`src/rtl/alu_seq_pkg.sv`:
```
// Shared types and constants for the byte-serial sequential ALU.
// Optional multiplier is enabled by defining ALU_SEQ_MUL_EN.
package alu_seq_pkg;

    typedef enum logic [2:0] {
        OP_ADD = 3'd0,
        OP_SUB = 3'd1,
        OP_AND = 3'd2,
        OP_OR  = 3'd3,
        OP_XOR = 3'd4,
        OP_SLT = 3'd5,
        OP_SHL = 3'd6,
        OP_MUL = 3'd7
    } op_e;

    typedef enum logic [2:0] {
        ST_IDLE   = 3'd0,
        ST_LOAD_A = 3'd1,
        ST_LOAD_B = 3'd2,
        ST_EXEC   = 3'd3,
        ST_DONE   = 3'd4
    } state_e;

    typedef struct packed {
        logic v;
        logic c;
        logic n;
        logic z;
    } flags_t;

    localparam flags_t     FLAGS_CLR   = 4'b0000;
    localparam int         BUSY_B      = 2;
    localparam int         VALID_B     = 3;
    localparam int         Z_B         = 4;
    localparam int         N_B         = 5;
    localparam int         C_B         = 6;
    localparam int         V_B         = 7;
    localparam logic [7:0] UIO_OE_MASK = 8'hFC;

    function automatic logic [7:0] pack_status(input flags_t f, input logic valid, input logic busy);
        logic [7:0] s;
        s          = 8'h00;
        s[BUSY_B]  = busy;
        s[VALID_B] = valid;
        s[Z_B]     = f.z;
        s[N_B]     = f.n;
        s[C_B]     = f.c;
        s[V_B]     = f.v;
        return s;
    endfunction

endpackage

```
`src/rtl/alu_seq_core.sv`:
```
// Combinational datapath: single-cycle ops 0-6 and pass-through of A for opcode 7.
// The sequential multiplier (ALU_SEQ_MUL_EN) lives in the top level, not here.
module alu_seq_core
    import alu_seq_pkg::*;
#(
    parameter int WIDTH = 16
) (
    input  logic [WIDTH-1:0] a_i,
    input  logic [WIDTH-1:0] b_i,
    input  op_e              op_i,
    output logic [WIDTH-1:0] result_o,
    output logic             z_o,
    output logic             n_o,
    output logic             c_o,
    output logic             v_o
);

    localparam int SW = $clog2(WIDTH);

    logic [WIDTH:0] sum_s;
    logic [WIDTH:0] diff_s;

    assign sum_s  = {1'b0, a_i} + {1'b0, b_i};
    assign diff_s = {1'b0, a_i} - {1'b0, b_i};

    // Operation select and flag derivation; C on SUB means "no borrow".
    always_comb begin
        result_o = a_i;
        c_o      = 1'b0;
        v_o      = 1'b0;
        case (op_i)
            OP_ADD: begin
                result_o = sum_s[WIDTH-1:0];
                c_o      = sum_s[WIDTH];
                v_o      = (a_i[WIDTH-1] == b_i[WIDTH-1]) && (sum_s[WIDTH-1] != a_i[WIDTH-1]);
            end
            OP_SUB: begin
                result_o = diff_s[WIDTH-1:0];
                c_o      = ~diff_s[WIDTH];
                v_o      = (a_i[WIDTH-1] != b_i[WIDTH-1]) && (diff_s[WIDTH-1] != a_i[WIDTH-1]);
            end
            OP_AND:  result_o = a_i & b_i;
            OP_OR:   result_o = a_i | b_i;
            OP_XOR:  result_o = a_i ^ b_i;
            OP_SLT:  result_o = {{(WIDTH-1){1'b0}}, ($signed(a_i) < $signed(b_i))};
            OP_SHL:  result_o = a_i << b_i[SW-1:0];
            default: result_o = a_i;
        endcase
        z_o = (result_o == {WIDTH{1'b0}});
        n_o = result_o[WIDTH-1];
    end

endmodule

```
`src/rtl/tt_um_alu_seq.sv`:
```
// Tiny Tapeout top: strobe-driven byte-serial operand load, execute, byte readout.
// Define ALU_SEQ_MUL_EN to build the WIDTH-cycle shift-add multiplier for opcode 7.
module tt_um_alu_seq
    import alu_seq_pkg::*;
#(
    parameter int WIDTH = 16
) (
    input  logic [7:0] ui_in,
    output logic [7:0] uo_out,
    input  logic [7:0] uio_in,
    output logic [7:0] uio_out,
    output logic [7:0] uio_oe,
    input  logic       ena,
    input  logic       clk,
    input  logic       rst_n
);

    localparam int NB = WIDTH / 8;
    localparam int IW = (NB > 1) ? $clog2(NB) : 1;

    state_e           state_q, state_d;
    op_e              op_q, op_d;
    logic [IW-1:0]    idx_q, idx_d;
    logic [WIDTH-1:0] a_q, a_d;
    logic [WIDTH-1:0] b_q, b_d;
    logic [WIDTH-1:0] result_q, result_d;
    flags_t           flags_q, flags_d;
    logic             stb_q, stb_d;
    logic [7:0]       uo_out_q, uo_out_d;
    logic [7:0]       uio_out_q, uio_out_d;

    logic             ev_s;
    logic             abort_s;
    logic             last_byte_s;
    logic [WIDTH-1:0] core_result_s;
    logic             core_z_s, core_n_s, core_c_s, core_v_s;
    flags_t           core_flags_s;
    logic             unused_ok_s;

`ifdef ALU_SEQ_MUL_EN
    localparam int CW = $clog2(WIDTH);

    logic [2*WIDTH-1:0] prod_q, prod_d;
    logic [CW-1:0]      cnt_q, cnt_d;
    logic [2*WIDTH-1:0] mul_sum_s;
    flags_t             mul_flags_s;

    // One partial product per EXEC cycle: add A shifted by the current bit position of B.
    assign mul_sum_s   = prod_q + (b_q[cnt_q] ? ({{WIDTH{1'b0}}, a_q} << cnt_q) : {(2*WIDTH){1'b0}});
    assign mul_flags_s = {1'b0, |mul_sum_s[2*WIDTH-1:WIDTH], mul_sum_s[WIDTH-1],
                          (mul_sum_s[WIDTH-1:0] == {WIDTH{1'b0}})};
`endif

    assign ev_s         = ena & uio_in[0] & ~stb_q;
    assign abort_s      = ena & uio_in[1];
    assign last_byte_s  = (idx_q == IW'(NB - 1));
    assign core_flags_s = {core_v_s, core_c_s, core_n_s, core_z_s};
    assign unused_ok_s  = ^uio_in[7:2];
    assign uo_out       = uo_out_q;
    assign uio_out      = uio_out_q;
    assign uio_oe       = UIO_OE_MASK;

    alu_seq_core #(.WIDTH(WIDTH)) u_core (
        .a_i      (a_q),
        .b_i      (b_q),
        .op_i     (op_q),
        .result_o (core_result_s),
        .z_o      (core_z_s),
        .n_o      (core_n_s),
        .c_o      (core_c_s),
        .v_o      (core_v_s)
    );

    // Next-state logic for the FSM, operand/result registers and registered outputs.
    always_comb begin
        state_d  = state_q;
        op_d     = op_q;
        idx_d    = idx_q;
        a_d      = a_q;
        b_d      = b_q;
        result_d = result_q;
        flags_d  = flags_q;
        stb_d    = stb_q;
`ifdef ALU_SEQ_MUL_EN
        prod_d   = prod_q;
        cnt_d    = cnt_q;
`endif
        if (ena) begin
            stb_d = uio_in[0];
            if (abort_s) begin
                state_d = ST_IDLE;
                idx_d   = {IW{1'b0}};
                flags_d = FLAGS_CLR;
            end else begin
                case (state_q)
                    ST_IDLE: begin
                        if (ev_s) begin
                            op_d    = op_e'(ui_in[2:0]);
                            flags_d = FLAGS_CLR;
                            idx_d   = {IW{1'b0}};
                            state_d = ST_LOAD_A;
                        end else begin
                            state_d = ST_IDLE;
                        end
                    end
                    ST_LOAD_A: begin
                        if (ev_s) begin
                            a_d[{idx_q, 3'b000} +: 8] = ui_in;
                            if (last_byte_s) begin
                                idx_d   = {IW{1'b0}};
                                state_d = ST_LOAD_B;
                            end else begin
                                idx_d = idx_q + IW'(1);
                            end
                        end else begin
                            state_d = ST_LOAD_A;
                        end
                    end
                    ST_LOAD_B: begin
                        if (ev_s) begin
                            b_d[{idx_q, 3'b000} +: 8] = ui_in;
                            if (last_byte_s) begin
                                idx_d   = {IW{1'b0}};
                                state_d = ST_EXEC;
`ifdef ALU_SEQ_MUL_EN
                                prod_d  = {(2*WIDTH){1'b0}};
                                cnt_d   = {CW{1'b0}};
`endif
                            end else begin
                                idx_d = idx_q + IW'(1);
                            end
                        end else begin
                            state_d = ST_LOAD_B;
                        end
                    end
                    ST_EXEC: begin
`ifdef ALU_SEQ_MUL_EN
                        if (op_q == OP_MUL) begin
                            prod_d = mul_sum_s;
                            cnt_d  = cnt_q + CW'(1);
                            if (cnt_q == CW'(WIDTH - 1)) begin
                                result_d = mul_sum_s[WIDTH-1:0];
                                flags_d  = mul_flags_s;
                                idx_d    = {IW{1'b0}};
                                state_d  = ST_DONE;
                            end else begin
                                state_d = ST_EXEC;
                            end
                        end else begin
                            result_d = core_result_s;
                            flags_d  = core_flags_s;
                            idx_d    = {IW{1'b0}};
                            state_d  = ST_DONE;
                        end
`else
                        result_d = core_result_s;
                        flags_d  = core_flags_s;
                        idx_d    = {IW{1'b0}};
                        state_d  = ST_DONE;
`endif
                    end
                    ST_DONE: begin
                        if (ev_s) begin
                            if (last_byte_s) begin
                                idx_d   = {IW{1'b0}};
                                state_d = ST_IDLE;
                            end else begin
                                idx_d = idx_q + IW'(1);
                            end
                        end else begin
                            state_d = ST_DONE;
                        end
                    end
                    default: begin
                        state_d = ST_IDLE;
                        idx_d   = {IW{1'b0}};
                    end
                endcase
            end
        end else begin
            stb_d = stb_q;
        end
        // Outputs are computed from next-state so they line up with the state register.
        if (state_d == ST_DONE) begin
            uo_out_d = result_d[{idx_d, 3'b000} +: 8];
        end else begin
            uo_out_d = 8'h00;
        end
        uio_out_d = pack_status(flags_d, (state_d == ST_DONE), (state_d == ST_EXEC));
    end

    // State and output registers with asynchronous active-low reset.
    always_ff @(posedge clk or negedge rst_n) begin
        if (!rst_n) begin
            state_q   <= ST_IDLE;
            op_q      <= OP_ADD;
            idx_q     <= {IW{1'b0}};
            a_q       <= {WIDTH{1'b0}};
            b_q       <= {WIDTH{1'b0}};
            result_q  <= {WIDTH{1'b0}};
            flags_q   <= FLAGS_CLR;
            stb_q     <= 1'b0;
            uo_out_q  <= 8'h00;
            uio_out_q <= 8'h00;
`ifdef ALU_SEQ_MUL_EN
            prod_q    <= {(2*WIDTH){1'b0}};
            cnt_q     <= {CW{1'b0}};
`endif
        end else begin
            state_q   <= state_d;
            op_q      <= op_d;
            idx_q     <= idx_d;
            a_q       <= a_d;
            b_q       <= b_d;
            result_q  <= result_d;
            flags_q   <= flags_d;
            stb_q     <= stb_d;
            uo_out_q  <= uo_out_d;
            uio_out_q <= uio_out_d;
`ifdef ALU_SEQ_MUL_EN
            prod_q    <= prod_d;
            cnt_q     <= cnt_d;
`endif
        end
    end

endmodule

```
`config.mk`:
```
export PLATFORM = sky130hd
export DESIGN_NAME = tt_um_alu_seq
export DESIGN_NICKNAME = d
export VERILOG_FILES = /design/src/rtl/alu_seq_pkg.sv /design/src/rtl/alu_seq_core.sv /design/src/rtl/tt_um_alu_seq.sv
export SDC_FILE = /design/constraint.sdc
export NUM_CORES = 1
export LEC_CHECK = 0
export ABC_CLOCK_PERIOD_IN_PS = 2950
export BUFFER_PORTS_ARGS = -buffer_cell sky130_fd_sc_hd__buf_4
export CAP_MARGIN = 20
export CORE_MARGIN = 2
export CORE_UTILIZATION = 29
export CTS_CLUSTER_DIAMETER = 100
export CTS_CLUSTER_SIZE = 40
export DETAILED_ROUTE_END_ITERATION = 16
export GPL_TIMING_DRIVEN = 1
export PLACE_DENSITY_LB_ADDON = 0.08
export SYNTH_ARGS = -nofsm -noshare
export SYNTH_HDL_FRONTEND = slang
export SYNTH_SLANG_ARGS = --single-unit
```
`constraint.sdc`:
```
create_clock -name clk -period 2.95 [get_ports clk]
set_input_delay 0.295 -clock clk [delete_from_list [all_inputs] [get_ports clk]]
set_output_delay 0.295 -clock clk [all_outputs]
set_load 0.02 [all_outputs]
```
# Word-level counts from Yosys, hierarchy flattened
# Index checks and enable logic that the tools add are counted.
[totals]
word_cells = 85
input_bits = 19
out_inout_bits = 24
regBits = 74
[op_classes]
mux = 29
order_cmp = 1
n_addsub = 4
n_bitwise = 9
n_reduce_logical = 9
shifts = 4
eq_ne = 16
[op_table]
columns = ["operator", "count"]
rows = [
  ["$pmux W16 S7", 1],
  ["$mux W16", 3],
  ["$bwmux W16", 2],
  ["$mux W3", 8],
  ["$add A16 B16 Y17", 1],
  ["$sub A16 B16 Y17", 1],
  ["$and A16 B16 Y16", 1],
  ["$logic_not A16 Y1", 1],
  ["$lt A16 B16 Y1", 1],
  ["$or A16 B16 Y16", 1],
  ["$shift A8 B6 Y16 const A", 1],
  ["$shiftx A16 B5 Y8", 1],
  ["$shiftx A8 B6 Y16", 1],
  ["$shl A16 B4 Y16", 1],
  ["$xor A16 B16 Y16", 1],
  ["$eq A3 B2 Y1 const B", 5],
  ["$eq A3 B3 Y1 const B", 5],
  ["$pmux W3 S5", 1],
  ["$mux W4", 3],
  ["$reduce_and A4 Y1", 3],
  ["$mux W8", 1],
  ["$pmux W4 S2", 1],
  ["$eq A3 B1 Y1 const B", 2],
  ["$logic_not A3 Y1", 2],
  ["other kinds (10)", 24],
]

# Logic depth before layout (Yosys ltp)
[logic_depth]
word_depth = 8
ltp_mapped = 14
ltp_nobuf = 13

# By module
# From an unflattened synthesis, not the netlist that was laid out.
[hier_totals]
cells_unflattened = 742
area_unflattened_um2 = 6587.6
[by_module_without_submodules]
columns = ["mod", "n_inst", "cells_per_inst", "area_per_inst_um2"]
rows = [
  ["alu_seq_core", 1, 519, 3654.8],
  ["tt_um_alu_seq", 1, 223, 2932.8],
]

# Least setup slack after synthesis
# Ideal clock, no wire load.
[synth_timing]
path_kind = "flip-flop to flip-flop"
from = "reg b_q[1]"
to = "reg uio_out_q[4] (netlist: uio_out[4])"
t_arrival_ns = 2.947
required_time_ns = 2.883
stages_incl_launch_ff = 13
setup_slack_ns = -0.064
n_path_buf = 1
synth_period_minus_slack_ns = 3.014
path_cell_list = "dfrtp_1 inv_2 buf_2 ha_1 a211oi_1 o21ai_1 nand4_1 a31oi_1 a41o_1 a21o_1 xor2_1 a2bb2oi_1 a32o_2"
[synth_between]
elab_chain_cells = 6
[synth_lines]
columns = ["element", "line", "source"]
rows = [
  ["start: declaration", "tt_um_alu_seq.sv:25", "logic [WIDTH-1:0] b_q, b_d;"],
  ["start signal: assignment", "tt_um_alu_seq.sv:199", "b_q <= {WIDTH{1'b0}};"],
  ["$sub A16 B16 Y17, or another cell as far along", "alu_seq_core.sv:24", "assign diff_s = {1'b0, a_i} - {1'b0, b_i};"],
  ["$pmux W16 S7 *", "alu_seq_core.sv:31", "case (op_i)"],
  ["$logic_not A16 Y1 *", "alu_seq_core.sv:49", "z_o = (result_o == {WIDTH{1'b0}});"],
  ["$pmux W4 S2 *", "tt_um_alu_seq.sv:95", "case (state_q)"],
  ["$mux W4 *", "tt_um_alu_seq.sv:90", "if (abort_s) begin"],
  ["$mux W4 *", "tt_um_alu_seq.sv:88", "if (ena) begin"],
  ["end signal: assignment", "tt_um_alu_seq.sv:219", "uio_out_q <= uio_out_d;"],
  ["end: declaration", "tt_um_alu_seq.sv:30", "logic [7:0] uio_out_q, uio_out_d;"],
]
# Every way passes the cells marked *; elsewhere a longest branch is shown, timed or not.
# A chain may end at the register's enable or synchronous reset.

# Worst setup path in the final report
[layout_timing]
from = "reg b_q[0]"
to = "reg uio_out_q[4] (netlist: uio_out[4])"
# The elaborated chain is that of the path after synthesis.

==> metrics.txt <==
post-synth top area share=0.2730; Final ANT Viol Nets=0; VDD IR max=326.2 uV; first-pass GRT wire length=40550 um; Nets=1056; Synth async-reset ratio=1.000; Setup-failing EPs final=2; maximum fanout along the worst path=3; synth top area cells=dfrtp_1 (27%), ha_1 (11%), nand2_1 (5.0%), mux2_2 (4.6%), o21ai_0 (3.6%); final core occ=0.4286; CP endpoint kind=register; IO buf count=26; die area=23340 um2; highest-delay cell along the critical path=dfrtp_2; Pre-antenna DRT Iters=5; Critical Path RT=3240 ps; DP HPWL=21190 um; worst slew pin tran=797.6 ps; Buf+Inv Stages, Crit Path=0; CTS tree=built; P&R area growth vs syn=45.31%; CTS Sinks=70; #FFs+latches synth=70; Crit path depth=11; TritonCTS buffer count=9; Pleak=4.236 nW; critical setup path kind=register to register; share of cells above drive strength 1=0.4158; Setup Skew=10.10 ps; M3 GR Usage=0.03896; total chip power=5.636 mW; worst setup path start=b_q[0]; main combinational cell family by area after synthesis=compound AO/OA/AOI/OAI gates; I/O Pins=43; hold buffers post-CTS=0; fmax=321.3 MHz; CP endpoint=uio_out[4]; H-tree levels=3; fin crit share=1.055; FF-to-FF Start=b_q[0]; most common library cells after synthesis=nand2_1 (85), dfrtp_1 (70), ha_1 (54); most numerous cell in the Yosys netlist=nand2_1; floorplan row count=54; Die H=152.8 um; number of warnings issued by yosys=0; Reg clk slew, reported paths=70 ps; Die Wd=152.8 um; xor-xnor portion of the synthesized cell area=0.009554; Avg WL per Cell=20.85 um; Primary FF master, synth=dfrtp_1; Post-Syn Instances=758; grt met1 use=0.3268; critical path cell sequence=ha_2 -> fa_2 -> a211oi_4 -> or4_1 -> a31oi_1 -> a221o_1 -> nor4b_2 -> o2111ai_2 -> nor4b_4 -> and4_1 -> a32o_2; Final min period=3112 ps; Slowest Stage Delay on Critical Path=460 ps; HP Class=input port to asynchronous set/reset pin; leading area contributor after synthesis=dfrtp_1; r2r setup slk=-160 ps; Final GP Congestion=0.9990; DR vias=6692; pwr dens=604.4 nW/um2; ANT cells=0; Fin Hold WS=-5.142 ps; vias in the first global route=6765; crit-path leading delay family=compound AO/OA/AOI/OAI gates; RSZ-0062 raised after global routing=yes; initial antenna violation count=0; Worst Path Arrival=3400 ps; worst r2r dst=uio_out[4]; mux contribution to synthesized area=0.1006; GRT Util Overall=0.2254; Synth Area in Adders=0.1115; Syn Std Cell Area=6417 um2; failing checks=negative hold slack, negative setup slack; Synth Area in Simple Gates=0.1768; fin. max-slew vios=0; clock latency at the later pin of the worst-skew pair=350 ps; Vias per Instance=5.286; register area share after synthesis=0.2730; M2 GR Usage=0.3461; initial core utilization=0.2950; Final Hold Vio Count=4; gr busiest metal=met2; CP startpoint kind=register; Mean Syn Cell Area=8.466 um2; outcome=complete, but fails checks; Root Buffer=clkbuf_16; Bufs on Longest Clock Path=2; DRC Markers=0; Final WS setup=-162.1 ps; fillers=2186; DR iter-0 viols=537; Unique masters post-synth=83; Rel. slew slack=0.4683; GRT overflow=0; final wirelength=26390 um; worst r2r path cells=11; Synth Area in Compound Gates=0.2441; max-cap viol count=0; core area=21760 um2; largest net degree at the start of global routing=58; Post-synth EDFFs=0
repair_timing:
item,CTS,global route
resized for setup,44,69
buffers inserted,7,7
pin swaps,22,35
endpoints found under the setup margin,12,15
sequential cells by signal, summed over array words and instances, names as in the netlist:
name and cells:
a_q 16, b_q 16, idx_q 1, op_q 3
result_q 16, state_q 3, stb_q 1, uio_out 6
uo_out 8
layout by cell type (no fill, tap or decap), types with 8 or more instances in the layout:
master,synthesis,layout
ha_4,0,8
nand3_1,13,12
conb_1,2,10
o21ai_1,12,14
clkbuf_16,0,9
a21oi_1,44,40
nand2b_1,12,11
o22ai_1,10,10
mux2_2,26,25
o221ai_1,8,8
ha_2,0,8
inv_1,48,41
inv_2,5,12
ha_1,54,38
mux2i_1,18,17
nor2_1,48,45
dfrtp_1,70,67
o21ai_0,46,39
buf_4,16,252
o211ai_1,15,15
nor3_1,13,10
nand2_1,85,85
stage by stage:
step / TNS, ps / hold slack (ps) / area, um2 / cells / setup WS (ps)
4_1_cts: -242.7 / 40.26 / 8990 / 1259 / -176.8
6_report: -248.4 / -5.142 / 9325 / 1266 / -162.1
2_1_floorplan: 0 / -0.5911 / 6457 / 766 / 15.02
3_5_place_dp: -1763 / 429.4 / 8368 / 1236 / -522.1
5_1_grt: -1026 / 58.11 / 9325 / 1266 / -237.7
3_3_place_gp: -1566 / 423.6 / 8368 / 1236 / -386.2
routing by layer:
metal	vias up	wire length, um
met2	171	11870
met3	24	1424
li1	3207	-
met1	3290	12690
met5	-	0
met4	0	408
kinds of logic (layout without fill, tap and decap cells):
kind of cell	Yosys count	count (layout)
fa+ha+maj	56	56
buf+inv	110	330
xor+xnor	7	7
mux	52	52
compound gates	230	230
other cells	2	10
flops	70	70
simple gates	231	231
worst min-delay path by stage:
stage,from,to,slack [ps],cells past startpoint
final,rst_n,uo_out[7],-5,1
after global routing,rst_n,uo_out[7],60,1
after CTS,rst_n,uo_out[7],40,1
after detailed placement,rst_n,uo_out[7],430,1
after global placement,rst_n,uo_out[7],420,1
after floorplan,rst_n,a_q[0],-0.6,0
power by group:
part	total [mW]	switching (mW)	leakage, nW	internal [mW]
logic	3.22	1.73	3.18	1.50
registers	1.08	0.0644	0.887	1.01
clock network	1.33	0.492	0.173	0.842
worst register-to-register path, cell delays in order (launching register included):
cell and delay (ps):
dfrtp_2 460, ha_2 200, fa_2 380, a211oi_4 260, or4_1 140, a31oi_1 90, a221o_1 350, nor4b_2 280
o2111ai_2 170, nor4b_4 310, and4_1 240, a32o_2 160
area by class of cell:
| type | count | area [um2] | share of cell area |
|---|---|---|---|
| flip-flops and latches | 70 | 1755 | 0.1882 |
| repair buffers | 261 | 2028 | 0.2175 |
| clock inverters | 7 | 127.6 | 0.01369 |
| inverters | 53 | 198.9 | 0.02133 |
| clock buffers | 9 | 225.2 | 0.02415 |
| multi-input cells | 586 | 4639 | 0.4975 |
| well taps | 280 | 350.3 | 0.03757 |
No activity file was read; power rests on OpenSTA's default activity.
